**config.mk**
```make
export PLATFORM = sky130hd
export DESIGN_NAME = pll_dri_master
export DESIGN_NICKNAME = d
export VERILOG_FILES = /design/src/rtl/pll_dri_master.sv
export SDC_FILE = /design/constraint.sdc
export NUM_CORES = 1
export LEC_CHECK = 0
export CAP_MARGIN = 5
export CORE_MARGIN = 2
export CORE_UTILIZATION = 46
export CTS_CLUSTER_SIZE = 20
export DETAILED_ROUTE_END_ITERATION = 16
export GPL_TIMING_DRIVEN = 1
export MAX_ROUTING_LAYER = met4
export PLACE_DENSITY = 0.79
export SLEW_MARGIN = 0
export SYNTH_ARGS = -nofsm -noshare
export SYNTH_HDL_FRONTEND = slang
export SYNTH_SLANG_ARGS = --single-unit
```
**constraint.sdc**
```tcl
create_clock -name CLK -period 2.1 [get_ports CLK]
set_clock_uncertainty 0.1 [all_clocks]
set_input_delay 0.525 -clock CLK [delete_from_list [all_inputs] [get_ports CLK]]
set_output_delay 0.525 -clock CLK [all_outputs]
set_load 0.005 [all_outputs]
```
**src/rtl/pll_dri_master.sv**
```systemverilog
// Host-to-PLL DRI bridge: takes one read/write request at a time, issues a
// single DRI strobe, waits for the PLL ack (and optionally for a stable
// relock), then holds the response until the host takes it.
//
// Handshakes: a request transfers on the rising edge where req_valid and
// req_ready are both 1; a response transfers on the rising edge where
// resp_valid and resp_ready are both 1. The source keeps its payload stable
// while valid is high and not yet accepted; ready never depends on valid.
module pll_dri_master #(
    parameter int ACK_TIMEOUT  = 255,
    parameter int LOCK_TIMEOUT = 65535,
    parameter int LOCK_STABLE  = 16
) (
    input  logic        CLK,
    input  logic        RESETN,
    input  logic        req_valid,
    output logic        req_ready,
    input  logic        req_write,
    input  logic        req_relock,
    input  logic [8:0]  req_addr,
    input  logic [31:0] req_wdata,
    output logic        resp_valid,
    input  logic        resp_ready,
    output logic [31:0] resp_rdata,
    output logic        resp_err,
    output logic [10:0] DRI_CTRL,
    output logic [32:0] DRI_WDATA,
    input  logic [32:0] DRI_RDATA,
    output logic        DRI_ARST_N,
    input  logic        DRI_INTERRUPT,
    input  logic        PLL_LOCK,
    output logic        irq_pending,
    input  logic        irq_clear,
    output logic [2:0]  dbg_state
);

    localparam int TMO_W = $clog2(ACK_TIMEOUT + 1);
    localparam int LCK_W = $clog2(LOCK_TIMEOUT + 1);
    localparam int STB_W = $clog2(LOCK_STABLE + 1);

    // "LAST" is the counter value in the final permitted cycle of a wait;
    // "MAX" is the saturation value so the counters never wrap.
    localparam logic [TMO_W-1:0] TMO_LAST = TMO_W'(ACK_TIMEOUT - 1);
    localparam logic [TMO_W-1:0] TMO_MAX  = TMO_W'(ACK_TIMEOUT);
    localparam logic [LCK_W-1:0] LCK_LAST = LCK_W'(LOCK_TIMEOUT - 1);
    localparam logic [LCK_W-1:0] LCK_MAX  = LCK_W'(LOCK_TIMEOUT);
    localparam logic [STB_W-1:0] STB_LAST = STB_W'(LOCK_STABLE - 1);
    localparam logic [STB_W-1:0] STB_MAX  = STB_W'(LOCK_STABLE);

    typedef enum logic [2:0] {
        ST_IDLE      = 3'd0,
        ST_ISSUE     = 3'd1,
        ST_WAIT_ACK  = 3'd2,
        ST_WAIT_LOCK = 3'd3,
        ST_RESP      = 3'd4
    } state_t;

    state_t           state;
    state_t           state_next;
    logic             accept;
    logic             ready_en;
    logic             wr_q;
    logic             relock_q;
    logic [TMO_W-1:0] tmo_cnt;
    logic [LCK_W-1:0] lock_cnt;
    logic [STB_W-1:0] stb_cnt;

    logic ack;
    logic ack_expire;
    logic lock_done;
    logic lock_expire;

    // An ack in the last permitted cycle wins over the timeout because the
    // next-state logic tests ack first.
    assign ack         = DRI_RDATA[32];
    assign ack_expire  = (tmo_cnt == TMO_LAST);
    assign lock_done   = PLL_LOCK && (stb_cnt == STB_LAST);
    assign lock_expire = (lock_cnt == LCK_LAST);

    assign DRI_ARST_N = RESETN;
    assign dbg_state  = state;

    // State register.
    always_ff @(posedge CLK or negedge RESETN) begin
        if (!RESETN) state <= ST_IDLE;
        else         state <= state_next;
    end

    // Next-state and handshake outputs.
    always_comb begin
        state_next = state;
        req_ready  = 1'b0;
        resp_valid = 1'b0;
        accept     = 1'b0;
        case (state)
            ST_IDLE: begin
                req_ready = ready_en;
                accept    = req_valid && ready_en;
                if (accept) state_next = ST_ISSUE;
            end
            ST_ISSUE: state_next = ST_WAIT_ACK;
            ST_WAIT_ACK: begin
                if (ack)             state_next = (wr_q && relock_q) ? ST_WAIT_LOCK : ST_RESP;
                else if (ack_expire) state_next = ST_RESP;
            end
            ST_WAIT_LOCK: begin
                if (lock_done || lock_expire) state_next = ST_RESP;
            end
            ST_RESP: begin
                resp_valid = 1'b1;
                if (resp_ready) state_next = ST_IDLE;
            end
            default: state_next = ST_IDLE;
        endcase
    end

    // Request capture, DRI drive, wait counters and response payload.
    always_ff @(posedge CLK or negedge RESETN) begin
        if (!RESETN) begin
            ready_en   <= 1'b0;
            wr_q       <= 1'b0;
            relock_q   <= 1'b0;
            DRI_CTRL   <= '0;
            DRI_WDATA  <= '0;
            resp_rdata <= '0;
            resp_err   <= 1'b0;
            tmo_cnt    <= '0;
            lock_cnt   <= '0;
            stb_cnt    <= '0;
        end else begin
            // Keeps req_ready low until the first edge after reset release.
            ready_en <= 1'b1;
            case (state)
                ST_IDLE: begin
                    if (accept) begin
                        wr_q       <= req_write;
                        relock_q   <= req_relock;
                        DRI_CTRL   <= {1'b1, req_write, req_addr};
                        DRI_WDATA  <= {1'b0, req_wdata};
                        resp_rdata <= '0;
                        resp_err   <= 1'b0;
                    end
                end
                ST_ISSUE: begin
                    // Strobe lasts exactly the ISSUE cycle; addr/data are held.
                    DRI_CTRL[10] <= 1'b0;
                    tmo_cnt      <= '0;
                    lock_cnt     <= '0;
                    stb_cnt      <= '0;
                end
                ST_WAIT_ACK: begin
                    if (tmo_cnt != TMO_MAX) tmo_cnt <= tmo_cnt + 1'b1;
                    if (ack) begin
                        resp_rdata <= wr_q ? '0 : DRI_RDATA[31:0];
                        lock_cnt   <= '0;
                        stb_cnt    <= '0;
                    end else if (ack_expire) begin
                        resp_err   <= 1'b1;
                        resp_rdata <= '0;
                    end
                end
                ST_WAIT_LOCK: begin
                    if (lock_cnt != LCK_MAX) lock_cnt <= lock_cnt + 1'b1;
                    if (!PLL_LOCK)                stb_cnt <= '0;
                    else if (stb_cnt != STB_MAX) stb_cnt <= stb_cnt + 1'b1;
                    if (!lock_done && lock_expire) resp_err <= 1'b1;
                end
                default: ;
            endcase
        end
    end

    // Sticky interrupt latch; a new interrupt beats a simultaneous clear.
    always_ff @(posedge CLK or negedge RESETN) begin
        if (!RESETN)            irq_pending <= 1'b0;
        else if (DRI_INTERRUPT) irq_pending <= 1'b1;
        else if (irq_clear)     irq_pending <= 1'b0;
    end

endmodule

```
# Yosys cells after proc, flatten, opt, wreduce, memory -nomap -nowiden
# Cells that the tools add are included.
word_totals:
  out_inout_bits: 84
  in_bits: 83
  word_cells: 92
  ff_bits: 112
op_classes:
  eq_ne: 22
  addsub: 3
  n_reduce_logical: 21
  n_mux: 33
ops:
  columns: ["cell", "count"]
  rows:
  - ["2-to-1 mux 32 bit", 4]
  - ["one-hot mux 32 bit (2 select lines)", 1]
  - ["one-hot mux 16 bit (3 select lines)", 1]
  - ["2-to-1 mux 16 bit", 2]
  - ["!= test 2 bit, second input constant", 10]
  - ["2-to-1 mux 3 bit", 6]
  - ["adder 16 x 1 -> 16 bit, second input constant", 1]
  - ["== test 16 bit, second input constant", 1]
  - ["!= test 16 bit, second input constant", 1]
  - ["one-hot mux 8 bit (2 select lines)", 1]
  - ["2-to-1 mux 5 bit", 3]
  - ["one-hot mux 3 bit (5 select lines)", 1]
  - ["one-hot mux 5 bit (3 select lines)", 1]
  - ["2-to-1 mux 11 bit", 1]
  - ["2-to-1 mux 1 bit", 9]
  - ["AND reduction 3 bit", 3]
  - ["adder 8 x 1 -> 8 bit, second input constant", 1]
  - ["== test 8 bit, second input constant", 1]
  - ["2-to-1 mux 8 bit", 1]
  - ["!= test 8 bit, second input constant", 1]
  - ["nonzero test 2 bit", 4]
  - ["== test 3 x 2 -> 1 bit, second input constant", 2]
  - ["!= test 3 bit, second input constant", 2]
  - ["AND reduction 2 bit", 3]
  - ["other kinds (14)", 18]

# Logic depth before layout (Yosys ltp)
# Gate-level depths: netlist (run 1).
depth:
  depth_word: 6
  mapped_depth: 7
  mapped_depth_nobuf: 7

# Worst setup path before layout (run 1)
# Ideal clock, no wire load.
synth_timing:
  path_kind: "reg2reg"
  start: "register state[1] (netlist: dbg_state[1])"
  end: "register tmo_cnt[7]"
  setup_slack_ns: 0.318
  setup_ns: 0.119
  period_less_slack_ns: 1.782
  t_required_ns: 1.881
  arrival_ns: 1.563
  path_stages_with_launch: 6
  path_buffers: 1
  cell_sequence: "dfrtp_1 buf_2 nor3b_2 o2111ai_1 o31a_1 o21a_1"
synth_via:
  elab_chain_len: 3
  elab_cells_between_ends: 6
  cone_classes: "eq/ne: 3; mux: 1; reduce/logical: 2"
synth_rtl:
  columns: ["element", "line_no", "source"]
  rows:
  - ["start: declaration", "58", "state_t state;"]
  - ["start signal: assignment", "86", "else state <= state_next;"]
  - ["== test 3 x 2 -> 1 bit or == test 3 x 1 -> 1 bit (tied branches)", "133", "case (state)"]
  - ["!= test 2 bit (no source line) or nonzero test 2 bit (tied branches)", null, null]
  - ["AND reduction 2 bit (no source line)", null, null]
  - ["end signal: assignment", "152", "if (tmo_cnt != TMO_MAX) tmo_cnt <= tmo_cnt + 1'b1;"]
  - ["end: declaration", "64", "logic [TMO_W-1:0] tmo_cnt;"]
# Parallel ways exist; a longest one is shown, timed or not.
# A chain may end at the register's enable or synchronous reset.

# Final worst setup path (run 1)
layout_timing:
  start: "register state[2] (netlist: dbg_state[2])"
  end: "output dbg_state[2]"
layout_rtl:
  columns: ["element", "line_no", "source"]
  rows:
  - ["end: declaration", "34", "output logic [2:0] dbg_state"]
# No word-level cell between the ends.

==> results of run 1 <==
[repair_timing]
action | CTS | global route
buffers inserted | 2 | 4
gates resized for setup | 8 | 5
endpoints found under the setup margin | 3 | 4
pin swaps | 0 | 1
[state kept, by name, indices dropped and copies added, names as in the netlist]
name / flops
lock_cnt: 16
dbg_state: 3
stb_cnt: 5
resp_rdata: 32
relock_q: 1
DRI_CTRL: 11
DRI_WDATA: 32
ready_en: 1
resp_err: 1
tmo_cnt: 8
irq_pending: 1
[power by group]
part	internal, mW	switching, mW
registers	2.95	0.524
logic	2.52	1.44
clock network	0.501	0.727
[cell families (layout without fill, tap and decap cells)]
| group | Yosys count | after routing | synth area share, % |
|---|---|---|---|
| xor+xnor | 3 | 3 | 0.528 |
| buf+inv | 32 | 221 | 2.99 |
| flops | 111 | 111 | 55.8 |
| simple gates | 115 | 115 | 13.6 |
| other cells | 2 | 2 | 0.151 |
| compound gates | 87 | 87 | 13.3 |
| mux | 53 | 53 | 11.8 |
| fa+ha+maj | 7 | 7 | 1.76 |
[worst reg2reg max path, stage by stage, from the launching register on]
cell and delay [ns]:
dfrtp_1 0.43, buf_6 0.13, buf_4 0.15, nand3b_2 0.37
nor2_4 0.29, a21oi_1 0.15, mux2_2 0.30
[area by class of cell]
cell class	instances	area share, %
Sequential cell	111	38.8
Multi-Input combinational cell	267	29.0
Timing Repair Buffer	192	26.6
Tap cell	136	2.37
Clock buffer	12	2.16
Inverter	13	0.681
Clock inverter	4	0.419
[worst max-delay path by stage]
stage	slack (ns)	cells after the start	to
floorplan	0.32	5	tmo_cnt[7]
detailed placement	-0.11	5	lock_cnt[14]
CTS	-0.03	2	dbg_state[2]
global placement	-0.03	5	lock_cnt[1]
global route	-0.01	6	lock_cnt[1]
finish	0.07	2	dbg_state[2]
[synth_stat cells (3+ instances only)]
cell	n	area, um^2
a21oi_1	11	55.1
mux2i_1	9	90.1
mux2_2	44	495
nand3_1	13	65.1
nor3_1	10	50.1
a211oi_1	4	30.0
nand2b_1	9	56.3
xnor2_1	3	26.3
ha_1	7	87.6
o21ai_0	13	65.1
dfrtp_1	111	2780
nand2_1	27	101
buf_2	14	70.1
a22o_1	34	298
nor2_1	15	56.3
nand4_1	7	43.8
or3_1	6	37.5
buf_4	3	22.5
nor4_1	3	18.8
a21o_1	3	22.5
inv_1	13	48.8
and3_1	4	25.0
nor3b_2	3	37.5
[routing by layer]
layer  routed length (um)  up-vias  global-route usage (%)
met3                  870       28                    6.39
met4                  303        0                    9.34
li1                     -     1866                       -
met1                 5170     1979                    27.9
met2                 6320      148                    34.9
met5                    0        -                       -
==> flow_summary.ini, run 1 <==
[power_and_ir_drop]
p_leak_nw = 3.09
peakVddDrop_v = 0.000686
power_mw = 8.66
power_density_nw_per_um2 = 1210

[die]
die_h_um = 108
die_area_um2 = 11700
start_util_pct = 47.7
core_region_area_um2 = 10400
die_w_um = 108
rows = 37
ios = 167

[yosys]
yosysSeqAreaShare_pct = 55.8
syn_area_per_cell_um2 = 12.1
async_flop_share_pct = 100
ys_seq_elements = 111
syn_inst = 410
synth_edf_count = 0
ys.flop_type = dfrtp_1
ys_warn_count = 0
syn_area_um2 = 4970
synth_cell_type_count = 57
syn_nets = 500

[clocking]
cts_tree = built
clk_pin_slew_ns = 0.10
htree_levels = 3
clockBufferDepth = 2
cts-hold-fix-buffers = 0
cts_root_buf = clkbuf_8
cts_made_buffers = 9
insertion_delay_ns = 0.37
cts_num_sinks = 111

[layout]
drive_above_1_share_pct = 17.5
antennaDiodeCount = 0
syn_to_final_growth_pct = 44.1
regArea_um2 = 2780
fin_area_um2 = 7170
stdcell_count = 735
final_cell_mix = 162 x clkdlybuf4s50_1, 109 x dfrtp_1, 44 x mux2_2
finalNetCount = 684
num-fill-cells = 774
multi_input_area_um2 = 2080
final_util_pct = 68.8
layout_commonest_cell = clkdlybuf4s50_1

[global_routing]
grt_max_degree = 112
gr-total-overflow = 0
antenna_found_initial = 0
grt_pass1_wl_um = 19800
grt_usage_pct = 22.5
grt_pass1_vias = 4130

[run_status]
status = completed

[sta]
fmax_ghz = 0.493
layout_setup_ws_ns = 0.0719
hold-worst-slack_ns = 0.120
timing.final.crit_share_pct = 96.6
finalSetupViolations = 0
slew_headroom_pct = 60.5
period_needed_ns = 2.03
hold_viol = 0
report.final.slew_viol_count = 0
tightestPinTransition_ns = 0.586
rsz0062_at_grt = true
setup_tns_ns = 0

[worst_setup_path]
slowest_stage = clkdlybuf4s50_1
crit_path_end_kind = output port
arrival_ns = 1.40
reg2reg_from = dbg_state[2]
cpLargestDelayFamily = buffers and inverters
startpoint = dbg_state[2]
crit_fanout = 4
r2r_cells = 6
reg2reg_slack_ns = 0.07
cp.required_ns = 1.47
cpPeakStageDelay_ns = 0.50
start_kind = flip-flop
r2r_end = lock_cnt[1]
path_class = flip-flop to output port
cp_num_buf_inv = 2
path_cells = buf_6, clkdlybuf4s50_1

[run]
cap_violations = 0

[routing]
first_pass_iters = 4
drc = 0
ant_nets = 0
drt_iter0_drc = 243
num_vias = 4021
vias_per_cell = 5.47
wl_per_cell_um = 17.2
wl_um = 12700

[placed_design]
dp_cells = 713
dp_slack_ns = -0.112
routabilityCongestion = 0.843
place_area_um2 = 6910
io_buffer_count = 165
hpwl_um = 9150

[hold_path]
hold_class = primary input to asynchronous set/reset pin
Power figures use the tool's default switching activity.
==> run 2, diff against run 1 <==
- TNS_END_PERCENT: default -> 5
==> flow_summary.ini, run 2 (same netlist as run 1, synthesis figures left out) <==
[run_status]
status = completed

[placed_design]
dp_cells = 713
routabilityCongestion = 0.843
hpwl_um = 9150
place_area_um2 = 6910
io_buffer_count = 165

[clocking]
cts_num_sinks = 111
cts_made_buffers = 9
cts_root_buf = clkbuf_8
cts_tree = built
clk_pin_slew_ns = 0.10
clockBufferDepth = 2
insertion_delay_ns = 0.37
htree_levels = 3
cts-hold-fix-buffers = 0

[die]
die_w_um = 108
rows = 37
die_area_um2 = 11700
ios = 167
start_util_pct = 47.7
die_h_um = 108
core_region_area_um2 = 10400

[routing]
first_pass_iters = 4
wl_um = 12500
drt_iter0_drc = 266
drc = 0
num_vias = 3995
wl_per_cell_um = 17.2
ant_nets = 0
vias_per_cell = 5.47

[layout]
fin_area_um2 = 7130
final_cell_mix = 161 x clkdlybuf4s50_1, 108 x dfrtp_1, 44 x mux2_2
num-fill-cells = 780
finalNetCount = 679
antennaDiodeCount = 0
multi_input_area_um2 = 2080
final_util_pct = 68.5
stdcell_count = 730
syn_to_final_growth_pct = 43.4
drive_above_1_share_pct = 16.8
layout_commonest_cell = clkdlybuf4s50_1
largestRegisters = DRI_WDATA x32, resp_rdata x32, lock_cnt x16
regArea_um2 = 2780

[sta]
finalSetupViolations = 0
rsz0062_at_grt = false
fmax_ghz = 0.494
slew_headroom_pct = 60.6
period_needed_ns = 2.02
report.final.slew_viol_count = 0
tightestPinTransition_ns = 0.585
hold_viol = 0
timing.final.crit_share_pct = 96.3

[global_routing]
antenna_found_initial = 0
grt_pass1_vias = 4132
gr-total-overflow = 0
grt_max_degree = 112
grt_pass1_wl_um = 19800
grt_usage_pct = 22.5

[worst_setup_path]
start_kind = flip-flop
path_class = flip-flop to flip-flop
cp.required_ns = 2.31
crit_fanout = 32
r2r_cells = 6
crit_path_end_kind = flip-flop
arrival_ns = 2.23

[power_and_ir_drop]
peakVddDrop_v = 0.000684
power_mw = 8.58
p_leak_nw = 3.06
power_density_nw_per_um2 = 1200

[run]
cap_violations = 0

[hold_path]
hold_class = primary input to asynchronous set/reset pin
-- run 2: cell type report --
class	instances	share of cell area [%]
clock buffers	12	2.18
well taps	136	2.39
inverters	13	0.684
clock inverters	4	0.421
flip-flops and latches	111	39.0
repair buffers	187	26.2
multi-input cells	267	29.2
-- run 2: layer usage --
metal,track usage (%),share of wire [%],up-vias
met1,28.0,41,1960
li1,-,-,1859
met3,6.33,7.2,23
met5,-,0,-
met4,9.07,2.1,0
met2,34.9,50,153
-- run 2: final timing paths --
kind	from	to	slack, ns
max in group asynchronous	RESETN	dbg_state[2]	1.31
min in group CLK	DRI_CTRL[10]	DRI_CTRL[10]	0.40
worst min-delay path	RESETN	lock_cnt[2]	0.12
worst max-delay path	dbg_state[0]	resp_rdata[14]	0.08
worst max register to register	dbg_state[0]	resp_rdata[14]	0.08
worst min register to register	DRI_CTRL[10]	DRI_CTRL[10]	0.40
-- run 2: metrics by stage --
stage          hold WS [ns]  TNS, ns  setup slack (ns)
2_1_floorplan         0.129        0             0.318
3_3_place_gp          0.364   -0.549           -0.0343
3_5_place_dp          0.377    -2.01            -0.112
4_1_cts               0.167        0            0.0452
5_1_grt               0.185        0           0.00385
6_report              0.121        0            0.0770
-- run 2: worst max-delay path, stage by stage, from the launching register on --
cell and delay (ns):
dfrtp_2 0.46, buf_4 0.16, buf_4 0.17, or3b_4 0.44, nor3b_4 0.25, buf_12 0.21
a22o_1 0.18
-- run 2: where the power goes --
group | total, mW | switching [mW] | leakage, nW | internal (mW)
clock | 1.22 | 0.720 | 0.0926 | 0.500
combinational | 3.89 | 1.42 | 1.54 | 2.46
sequential | 3.48 | 0.525 | 1.43 | 2.95
-- run 2: repair_timing --
item | in CTS | in global routing
setup buffers | 1 | 0
endpoints found under the setup margin | 3 | 4
hold endpoints to repair | 0 | 0
pin swaps | 0 | 1
resized for setup | 9 | 3
==> run 3, diff against run 2 <==
- ABC_AREA: default -> 1
- CORE_UTILIZATION: 46 -> 63
- DONT_BUFFER_PORTS: default -> 1
- PLACE_DENSITY: 0.79 -> 0.77
==> flow_summary.ini, run 3 <==
[sta]
period_needed_ns = 2.01
rsz0062_at_grt = false
setup_tns_ns = 0
tightestPinTransition_ns = 0.696
report.final.slew_viol_count = 0
finalSetupViolations = 0
slew_headroom_pct = 53.6
fmax_ghz = 0.499
hold-worst-slack_ns = -0.279
hold_viol = 111
timing.final.crit_share_pct = 95.5

[routing]
drt_iter0_drc = 302
wl_um = 10900
wl_per_cell_um = 14.7
first_pass_iters = 5
num_vias = 3981
ant_nets = 0
vias_per_cell = 5.38
drc = 0

[power_and_ir_drop]
clockPowerShare_pct = 20.2
p_sw_share_pct = 39.2
comb_power_share_pct = 25.3
peakVddDrop_v = 0.000615
p_switching_mw = 2.56
seq_power_share_pct = 54.4
p_leak_nw = 2.80
power_density_nw_per_um2 = 1210
internal_power_mw = 3.97
power_mw = 6.52

[clocking]
clockBufferDepth = 2
htree_levels = 3
cts_root_buf = clkbuf_8
cts_made_buffers = 9
cts_num_sinks = 111
insertion_delay_ns = 0.39
cts_tree = built
clk_pin_slew_ns = 0.11

[worst_setup_path]
cpPeakStageDelay_ns = 0.47
cpLargestDelayFamily = simple AND/OR/NAND/NOR gates
path_class = flip-flop to output port
crit_fanout = 6
slowest_stage = dfrtp_1
cp_num_buf_inv = 0
start_kind = flip-flop
path_cells = nor2_1, nand2_1, nor2_2
arrival_ns = 1.38
cp.required_ns = 1.47
crit_path_end_kind = output port

[yosys]
syn_area_um2 = 5060
synth_top_area_cell = dfrtp_1
ys_warn_count = 0
ys.flop_type = dfrtp_1
synth_area_leaders = dfrtp_1 55%, nand2_1 23%, inv_1 3.5%, nand3_1 3.0%, nor2_1 2.2%
syn_nets = 726
syn_area_per_cell_um2 = 7.96
async_flop_share_pct = 100
ys_top_cells_by_count = 313 x nand2_1, 111 x dfrtp_1, 47 x inv_1, 30 x nand3_1, 30 x nor2_1
syn_inst = 636
synth_top_area_share_pct = 54.9
synth_edf_count = 0
synthMostInstantiatedCell = nand2_1
ys_seq_elements = 111
synth_cell_type_count = 30
yosysSeqAreaShare_pct = 54.9

[run_status]
violations = negative hold slack
status = finished, violations left

[global_routing]
grt_pass1_wl_um = 18100
antenna_found_initial = 0
grt_usage_pct = 27.3
grt_max_degree = 113
grt_pass1_vias = 3914
gr-total-overflow = 0

[die]
die_h_um = 93.6
core_region_area_um2 = 7770
rows = 32
start_util_pct = 65.1
ios = 167
die_w_um = 93.6
die_area_um2 = 8760

[layout]
largestRegisters = DRI_WDATA x32, resp_rdata x32, lock_cnt x16
finalNetCount = 723
final_cell_mix = 313 x nand2_1, 111 x dfrtp_1, 47 x inv_1
drive_above_1_share_pct = 6.11
antennaDiodeCount = 0
stdcell_count = 740
syn_to_final_growth_pct = 6.28
fin_area_um2 = 5380
layout_commonest_cell = nand2_1
final_util_pct = 69.2

[placed_design]
place_area_um2 = 5160
hpwl_um = 7700
io_buffer_count = 0
routabilityCongestion = 0.900
dp_cells = 724

[hold_path]
hold_class = primary input to asynchronous set/reset pin

[run]
cap_violations = 0
-- run 3: changes by cell type after synthesis, moves of 15 or more --
| cell | delta |
|---|---|
| a22o_1 | -34 |
| mux2_2 | -44 |
| nand3_1 | +17 |
| inv_1 | +34 |
| nor2_1 | +15 |
| nand2_1 | +286 |
-- run 3: kinds of logic (layout without fill, tap and decap cells) --
family                   after synthesis  count (layout)  share of synthesized area (%)
AND/OR/NAND/NOR                      399             399                           32.0
flip-flops                           111             111                           54.9
buffers and inverters                 71              73                           5.91
AO/OA/AOI/OAI                         38              38                           3.96
XOR/XNOR                               8               8                           1.38
adder cells (fa/ha/maj)                7               7                           1.73
other                                  2               2                          0.148
-- run 3: what timing repair did --
| item | 4_1_cts | 5_1_grt |
|---|---|---|
| endpoints found under the hold margin | 111 | 111 |
| endpoints found under the setup margin | 0 | 1 |
| buffers inserted | 0 | 0 |
| gates resized for setup | 0 | 1 |
-- run 3: per-stage QoR --
stage | setup slack, ns | hold slack, ns
after floorplan | 0.501 | 0.129
after global placement | 0.361 | 0.131
after detailed placement | 0.313 | 0.132
after CTS | 0.0330 | -0.296
after global routing | 0.00959 | -0.307
final | 0.0940 | -0.279
-- run 3: worst register-to-register path, delay by kind of cell (launching register included) --
family / cells / cell delay [ns]
adder cells (fa/ha/maj): 1 / 0.24
flip-flops: 1 / 0.43
buffers and inverters: 3 / 0.29
AND/OR/NAND/NOR: 7 / 0.65
-- run 3: final timing paths --
kind	slack, ns	start	cells past startpoint	end
worst max-delay path	0.09	dbg_state[0]	3	req_ready
worst min-delay path	-0.28	RESETN	0	DRI_CTRL[2]
worst max register to register	0.29	lock_cnt[1]	11	lock_cnt[7]
worst min register to register	0.41	relock_q	2	relock_q
max in group asynchronous	2.02	RESETN	0	lock_cnt[14]
min in group CLK	0.13	irq_clear	1	irq_pending
-- run 3: area by class of cell --
type	count	area [um^2]
Sequential cell	111	2780
Fill cell	652	2390
Multi-Input combinational cell	454	1990
Inverter	51	194
Clock buffer	10	138
Tap cell	102	128
Timing Repair Buffer	6	82.6
Clock inverter	6	72.6
-- run 3: per-layer routing --
layer	vias up	share of wire, %	GRT usage, %
met5	-	0	-
met2	149	49	43.9
li1	1947	-	-
met1	1868	42	34.1
met3	17	6.9	7.98
met4	0	1.9	7.97
-- run 3: power groups by stage --
stage	clock [mW]	combinational [mW]	sequential, mW
2_1_floorplan	0	1.31	3.38
3_3_place_gp	0	1.58	3.59
3_5_place_dp	0	1.68	3.58
4_1_cts	1.34	1.66	3.56
5_1_grt	1.44	1.94	3.65
6_report	1.32	1.65	3.55
